[config.mk]
export PLATFORM = sky130hd
export DESIGN_NAME = vending_ctrl_change
export DESIGN_NICKNAME = d
export VERILOG_FILES = /design/src/rtl/vending_ctrl_change.sv
export SDC_FILE = /design/constraint.sdc
export NUM_CORES = 1
export LEC_CHECK = 0
export BUFFER_PORTS_ARGS = -buffer_cell sky130_fd_sc_hd__buf_2
export CAP_MARGIN = 20
export CORE_UTILIZATION = 55
export CTS_CLUSTER_SIZE = 14
export DETAILED_ROUTE_END_ITERATION = 8
export GPL_TIMING_DRIVEN = 0
export PLACE_DENSITY_LB_ADDON = 0.25
export SLEW_MARGIN = 10
export SYNTH_ARGS = -nofsm -noshare
export SYNTH_HDL_FRONTEND = slang
export SYNTH_SLANG_ARGS = --single-unit
[constraint.sdc]
create_clock -name clock -period 3 [get_ports clock]
set_input_delay 0.3 -clock clock [delete_from_list [all_inputs] [get_ports clock]]
set_output_delay 0.3 -clock clock [all_outputs]
set_load 0.05 [all_outputs]
[src/rtl/vending_ctrl_change.sv]
// rtl/vending_ctrl_change.sv - coin-credit vending controller with serial change and refund
module vending_ctrl_change #(
    parameter int PRICE       = 20,
    parameter int CHANGE_UNIT = 5,
    parameter int COIN0_VAL   = 5,
    parameter int COIN1_VAL   = 10,
    parameter int COIN2_VAL   = 25,
    parameter int CREDIT_W    = 8
) (
    input  logic                clock,
    input  logic                reset,
    input  logic [2:0]          coin_in,
    input  logic                cancel,
    output logic                product,
    output logic                change_coin,
    output logic                refunding,
    output logic                coin_reject,
    output logic                busy,
    output logic [CREDIT_W-1:0] credit
);

    typedef enum logic [1:0] {COLLECT, VEND, CHANGE, REFUND} state_t;

    localparam logic [CREDIT_W-1:0] PRICE_C = CREDIT_W'(PRICE);
    localparam logic [CREDIT_W-1:0] UNIT_C  = CREDIT_W'(CHANGE_UNIT);
    localparam logic [CREDIT_W-1:0] COIN0_C = CREDIT_W'(COIN0_VAL);
    localparam logic [CREDIT_W-1:0] COIN1_C = CREDIT_W'(COIN1_VAL);
    localparam logic [CREDIT_W-1:0] COIN2_C = CREDIT_W'(COIN2_VAL);

    state_t                state_q, state_d;
    logic [CREDIT_W-1:0]   credit_q, credit_d;
    logic                  reject_q, reject_d;
    logic [CREDIT_W-1:0]   win_val;
    logic [2:0]            win_mask;

    always_ff @(posedge clock or posedge reset) begin
        if (reset) begin
            state_q  <= COLLECT;
            credit_q <= '0;
            reject_q <= 1'b0;
        end else begin
            state_q  <= state_d;
            credit_q <= credit_d;
            reject_q <= reject_d;
        end
    end

    // Lowest-numbered coin wins; the rest only contribute to coin_reject.
    always_comb begin
        win_val  = '0;
        win_mask = 3'b000;
        if (coin_in[0]) begin
            win_val  = COIN0_C;
            win_mask = 3'b001;
        end else if (coin_in[1]) begin
            win_val  = COIN1_C;
            win_mask = 3'b010;
        end else if (coin_in[2]) begin
            win_val  = COIN2_C;
            win_mask = 3'b100;
        end
    end

    always_comb begin
        state_d  = state_q;
        credit_d = credit_q;
        reject_d = 1'b0;
        case (state_q)
            COLLECT: begin
                if (cancel && (credit_q != '0)) begin
                    state_d  = REFUND;
                    reject_d = |coin_in;
                end else begin
                    reject_d = |(coin_in & ~win_mask);
                    if (|coin_in) begin
                        credit_d = credit_q + win_val;
                        if (credit_d >= PRICE_C) state_d = VEND;
                    end
                end
            end
            VEND: begin
                reject_d = |coin_in;
                credit_d = credit_q - PRICE_C;
                state_d  = (credit_d != '0) ? CHANGE : COLLECT;
            end
            CHANGE, REFUND: begin
                reject_d = |coin_in;
                credit_d = credit_q - UNIT_C;
                if (credit_d == '0) state_d = COLLECT;
            end
            default: begin
                state_d  = COLLECT;
                credit_d = '0;
            end
        endcase
    end

    assign product     = (state_q == VEND);
    assign change_coin = (state_q == CHANGE) || (state_q == REFUND);
    assign refunding   = (state_q == REFUND);
    assign busy        = (state_q != COLLECT);
    assign coin_reject = reject_q;
    assign credit      = credit_q;

endmodule

After elaboration in Yosys (flattened, before gate mapping)
Index checks and enable logic that the tools add are counted.
Word-level totals
  flip-flop bits (word level): 11
  bits of input ports: 6
  output and inout port bits: 13
  word-level logic and storage cells: 47
Operators by class
  $add $sub $neg: 3
  magnitude comparators: 1
  equal/unequal tests: 8
  muxes and demuxes: 17
  bitwise logic cells: 2
  reductions and logical operators: 13
Operator list (number)
  8-bit one-hot mux with 3 select lines: 1
  8-bit two-way mux: 2
  8-bit nonzero test: 2
  5-bit two-way mux: 3
  2-bit two-way mux: 5
  3-bit two-way mux: 3
  3-bit OR reduction: 3
  8-bit adder: 1
  8-bit by 5-bit >= comparator with 1-bit output (second input constant): 1
  8-bit zero test: 1
  8-bit by 3-bit subtractor with 8-bit output (second input constant): 1
  8-bit by 5-bit subtractor with 8-bit output (second input constant): 1
  2-bit != test (second input constant): 3
  3-bit != test (second input constant): 2
  2-bit one-hot mux with 3 select lines: 1
  2-bit == test (second input constant): 2
  3-bit bitwise AND: 1
  3-bit inverter: 1
  3-bit AND reduction: 1
  2-bit by 1-bit == test with 1-bit output (second input constant): 1
  2-bit zero test: 1
  1-bit one-hot mux with 2 select lines: 1
  2-bit AND reduction: 1
  2-bit nonzero test: 1
  4 further kinds: 4

Depth between registers and ports, before layout
Gate-level depths: netlist of run 1.
  depth after elaboration: 9
  gate-level depth with buffers: 10
  depth with buffers taken out: 10

Least setup slack after synthesis of run 1
No wires, ideal clock.
  kind: flip-flop to flip-flop
  from: register credit_q[0] (netlist: credit[0])
  to: register state_q[0]
  library setup time: 138 ps
  arrival: 2630 ps
  data required time: 2862 ps
  slack: 232 ps
  cell stages (with the launch flop): 9
  clock period less this slack: 2768 ps
  cells stage by stage: dfrtp_1 -> ha_1 -> fa_1 -> a21o_1 -> a221o_1 -> xor2_1 -> a2111oi_4 -> a2111oi_1 -> a21oi_2
On the way
  longest elaborated chain between the ends: 4
  elaborated cells on any way between the ends: 12
Ends and longest elaborated chain
  from (decl): line 31  | logic [CREDIT_W-1:0] credit_q, credit_d;
  from (signal assigned): line 43  | credit_q <= credit_d;
  8-bit adder (tied with other cells): line 76  | credit_d = credit_q + win_val;
  8-bit by 5-bit >= comparator with 1-bit output (tied with other cells): line 77  | if (credit_d >= PRICE_C) state_d = VEND;
  3-bit != test (no line) (tied with other cells)
  3-bit AND reduction (no line) / 2-bit one-hot mux with 3 select lines (equally long branches)
  to (signal assigned): line 42  | state_q <= state_d;
  to (decl): line 30  | state_t state_q, state_d;
Parallel ways exist; a longest one is shown, timed or not.
A chain may end at the register's enable or synchronous reset.

Worst setup path after layout of run 1
Same ends and word-level chain as after synthesis.

==> results of run 1 <==
## power by group
| part | switching (uW) | total (uW) | internal (uW) |
|---|---|---|---|
| combinational | 1030 | 1610 | 575 |
| sequential | 86.8 | 303 | 216 |
| clock | 61.6 | 113 | 51.9 |
## layout make-up
class	count	area [sq um]	area share, %
Buffer	13	85.1	5.32
Clock buffer	4	26.3	1.64
Inverter	14	52.6	3.29
Multi-Input combinational cell	148	1030	64.5
Sequential cell	11	275	17.2
Tap cell	30	37.5	2.35
Timing Repair Buffer	18	90.1	5.64
## cells in the mapped netlist (5+ instances only)
library cell  instances
o21ai_1               5
nor2_1               21
o21ai_0              11
a21oi_1              10
a221o_1               5
nand2_1              15
buf_2                 5
inv_1                13
dfrtp_1              11
ha_1                 10
## flip-flops by register name (all words and copies together) (netlist names)
register and count:
coin_reject 1, credit 8, state_q 2
## worst max path at each step
| stage | cells past startpoint | to | slack (ns) | start |
|---|---|---|---|---|
| after global routing | 8 | state_q[0] | 0.1 | credit[0] |
| after detailed placement | 11 | state_q[0] | 0.13 | coin_in[1] |
| final | 8 | state_q[0] | 0.26 | credit[0] |
| after floorplan | 8 | state_q[0] | 0.23 | credit[0] |
| after global placement | 11 | state_q[0] | 0.21 | coin_in[1] |
| after CTS | 8 | state_q[0] | 0.26 | credit[0] |
## logic make-up (layout without fill, tap and decap cells)
kind of cell             after synthesis  in the layout  synth area share, %
adder cells (fa/ha/maj)               12             12                 10.7
AND/OR/NAND/NOR                       69             69                 25.3
flip-flops                            11             11                 19.1
XOR/XNOR                               6              6                 3.64
buffers and inverters                 27             49                 9.53
AO/OA/AOI/OAI                         61             61                 31.7
## routing by layer
layer	up-vias	share of wire, %
met5	-	0
met4	0	2.9
met3	11	8.7
met2	76	48
met1	731	41
li1	723	-
## cells in the final DEF, fill, tap and decap left out, drive strengths merged, types with 3 or more instances in the layout
master   instances
nor3b            3
o21ai           16
a21oi           11
xnor2            4
a21o             3
clkbuf           7
nand4            4
and3             3
buf             28
a2111oi          3
nand2           15
nor2            22
nand2b           4
inv             14
a31oi            3
a221o            5
nor4             4
a211o            3
nand3            4
nor3             4
ha              10
dfrtp           11
## through the flow
stage | area [sq um] | util [%] | hold slack, ns
final | 1600 | 64.5 | 0.0269
after global routing | 1600 | 64.5 | 0.0454
after CTS | 1600 | 64.5 | 0.0280
after detailed placement | 1570 | 63.4 | 0.337
after global placement | 1570 | 63.4 | 0.325
after floorplan | 1440 | - | 0.152
==> results.toml, run 1 <==
[setup_path]
cp_max_fo = 7
r2r_setup_slack_ns = 0.26
critPathTopFamily = "compound AO/OA/AOI/OAI gates"
worstReg2RegEnd = "state_q[0]"
required_ns = 3.17
timing.rr.start = "credit[0]"
crit_slowest_cell = "a2111oi_1"
cp_data_arrival_time_ns = 2.91
path_class = "reg -> reg"
rr_worst_depth = 8
crit_buf_inv = 0
start_kind = "register"
cpPeakStageDelay_ns = 0.48
path_cells = "ha_1 > fa_1 > a21o_1 > a221o_1 > xor2_1 > a2111oi_4 > a2111oi_1 > a21oi_2"
crit_path_end_kind = "register"

[yosys]
synth_cell_types = 58
yosysSeqAreaShare_pct = 19.1
synth_area_sq_um = 1440
synthFlopType = "dfrtp_1"
ys_warn_count = 0
synth-async-reset-ratio_pct = 100
synth_nets = 203
synth.avg_cell_area_sq_um = 7.76
syn_inst = 186
ys_seq_elements = 11
yosysTopAreaCell = "dfrtp_1"
netlist.area_leader.share_pct = 19.1
synth_edf_count = 0
ys_top_cells_by_area = "dfrtp_1, ha_1, nor2_1"

[global_routing]
grt.total_usage_pct = 32.2
grt_overflow_total = 0
grt.busiest_layer = "met2"
grt_pass1_vias = 1428
grt_max_degree = 12
grt_pass1_wl_um = 6530
use_met2_pct = 54.6
grt_antenna_before_repair = 0
met1_usage_pct = 40.5
met3_usage_pct = 3.74

[floorplanning]
die-width_um = 53.2
die_h_um = 53.2
dieArea_sq_um = 2830
ioPinCount = 19
core_area_sq_um = 2480
fp-row-count = 18
initial_core_util_pct = 58.3

[timing]
fin_crit_ns = 2.74
finalSetupViolations = 0
clock_skew_ns = 0.00862
slew_violations = 0
period_share_pct = 91.4
final_hold_viol_count = 0
max_freq_mhz = 365
worst_slew_pin_slew_ns = 0.620
tns_ns = 0
rsz0062_at_grt = "false"
relSlewSlack_pct = 57.6
setup_ws_ns = 0.257

[power]
power.density_nw_per_um2 = 1270
peakVddDrop_mv = 0.875
total_power_uw = 2020
p_leak_uw = 0.000709

[drt]
drt_iter0_markers = 68
drc = 0
routedWlPerCell_um = 17.1
ant_nets = 0
viasPerCell = 6.47
vias = 1541
wirelength_um = 4070
drtPass1Iterations = 5

[clock_network]
cts_buffer_depth = 2
tritoncts = "yes"
path_clk_slew_ns = 0.08
clock_latency_ns = 0.29
post-cts-setup-buffers = 0
cts_made_buffers = 3
htree_levels = 1
cts_resized = 0
clkSinkCount = 11
postCtsHoldBufs = 0
cts_root_buf = "clkbuf_4"

[worst_hold_path]
hold_class = "in -> async"

[status]
status = "finished clean"

[placement]
hpwl_um = 3060
placedCellCount = 234
place.gp.congestion = 0.967
place_worst_setup_slack_ns = 0.129
portBuffers = 18

[job]
maxCapViolCount = 0

[final_layout]
fin_nets = 226
syn2layout_area_growth_pct = 10.7
fill_cells = 235
finalNonFillerCells = 238
antenna_cells = 0
drive_gt1_share_pct = 22.1
No activity file was read; power rests on OpenSTA's default activity.
==> inputs of run 2 (changes only) <==
--- a/config.mk
+++ b/config.mk
@@ -7,7 +7,9 @@
 export LEC_CHECK = 0
 export BUFFER_PORTS_ARGS = -buffer_cell sky130_fd_sc_hd__buf_2
 export CAP_MARGIN = 20
-export CORE_UTILIZATION = 55
+export CELL_PAD_IN_SITES_DETAIL_PLACEMENT = 1
+export CELL_PAD_IN_SITES_GLOBAL_PLACEMENT = 1
+export CORE_UTILIZATION = 43
 export CTS_CLUSTER_SIZE = 14
 export DETAILED_ROUTE_END_ITERATION = 8
 export GPL_TIMING_DRIVEN = 0
==> run 2 against run 1 <==
  * Die area is 27% higher
  * First-iteration DRC count did not move
  * Sequential power grew 3%
  * Global-route usage down 4.0 points
  * Setup slack lost 0.022 ns
  * Clock skew down 0.0051 ns
  * Critical endpoint unchanged
  * Largest power group unchanged
==> results.toml, run 2 (synthesis results as in run 1) <==
[clock_network]
cts_buffer_depth = 2
cts_made_buffers = 3
clock_latency_ns = 0.29
clkSinkCount = 11
path_clk_slew_ns = 0.09
cts_root_buf = "clkbuf_4"
post-cts-setup-buffers = 0
postCtsHoldBufs = 0
tritoncts = "yes"
cts_resized = 0
htree_levels = 1

[drt]
routedWlPerCell_um = 18.3
drt_iter0_markers = 68
vias = 1542
wirelength_um = 4600
drtPass1Iterations = 4
ant_nets = 0
viasPerCell = 6.12
drc = 0

[timing]
period_share_pct = 92.2
finalSetupViolations = 0
worst_slew_pin_slew_ns = 0.492
clock_skew_ns = 0.00349
slew_violations = 0
fin_crit_ns = 2.77
rsz0062_at_grt = "false"
final_hold_viol_count = 0
max_freq_mhz = 362
tns_ns = 0
relSlewSlack_pct = 67.2

[final_layout]
largest_register_ffs = 8
antenna_cells = 0
final_cell_area_sq_um = 1620
fill_cells = 411
mostFrequentLayoutCell = "buf_2"
fin_nets = 226
layout.cells.most_common_list = "buf_2, nor2_1, nand2_1, inv_1"
drive_gt1_share_pct = 22.6
fin_util_pct = 51.7
syn2layout_area_growth_pct = 12.0

[status]
status = "finished clean"

[setup_path]
start_kind = "register"
required_ns = 3.17
cp_max_fo = 7
crit_path_end_kind = "register"
cp_data_arrival_time_ns = 2.93
path_class = "reg -> reg"

[floorplanning]
die-width_um = 59.9
dieArea_sq_um = 3590
die_h_um = 59.9
initial_core_util_pct = 46.2
ioPinCount = 19
fp-row-count = 20
core_area_sq_um = 3130

[worst_hold_path]
hold_class = "in -> async"

[global_routing]
grt_overflow_total = 0
grt_antenna_before_repair = 0
grt.total_usage_pct = 28.2
grt_pass1_wl_um = 7400
grt_max_degree = 12
grt_pass1_vias = 1564

[power]
power.density_nw_per_um2 = 1290
p_leak_uw = 0.000711
total_power_uw = 2080
peakVddDrop_mv = 0.500

[placement]
portBuffers = 18
place.gp.congestion = 0.916
dpl-instance-area_sq_um = 1590
hpwl_um = 3620

[job]
maxCapViolCount = 0
==> run 2: final cells by class <==
class / instances / area [sq um] / area share [%]
Clock inverter: 1 / 5.00 / 0.310
Inverter: 14 / 52.6 / 3.25
Buffer: 13 / 85.1 / 5.26
Multi-Input combinational cell: 148 / 1030 / 63.8
Clock buffer: 3 / 22.5 / 1.39
Tap cell: 44 / 55.1 / 3.41
Sequential cell: 11 / 275 / 17.0
Timing Repair Buffer: 18 / 90.1 / 5.57
==> run 2: metrics by stage <==
step	hold slack [ns]	instances	setup slack (ns)
floorplan	0.152	186	0.232
global placement	0.333	248	0.188
detailed placement	0.349	248	0.110
CTS	0.0335	252	0.244
global route	0.0587	252	0.131
finish	0.00793	252	0.235
==> run 2: worst max-delay path, stage by stage (launching register included) <==
cell	delay (ns)
dfrtp_1	0.47
ha_1	0.29
fa_1	0.42
a21o_1	0.21
a221o_1	0.34
xor2_1	0.24
a2111oi_4	0.09
a2111oi_1	0.51
a21oi_2	0.08
==> run 2: where the power goes <==
| part | total (uW) | internal, uW | switching, uW |
|---|---|---|---|
| clock | 116 | 49.7 | 66.3 |
| combinational | 1650 | 578 | 1070 |
| sequential | 311 | 216 | 94.8 |
| total | 2080 | 843 | 1230 |
==> run 2: path summary, 6_finish.rpt <==
kind                               endpoint  slack [ns]  depth (start not counted)       start
min in group clock              coin_reject        0.32                          3  coin_in[1]
worst min register to register    credit[6]        0.71                          3   credit[6]
worst max register to register   state_q[0]        0.23                          8   credit[0]
worst min-delay path              credit[2]       0.008                          2       reset
worst max-delay path             state_q[0]        0.23                          8   credit[0]
max in group asynchronous        state_q[1]        2.66                          2       reset
==> run 2: metal layers <==
layer  GRT usage [%]  vias up  wire length, um
met4            14.6        0              123
li1                -      725                -
met3            2.38       11              204
met1            35.4      753             2020
met5               0        -                0
met2            47.6       53             2260
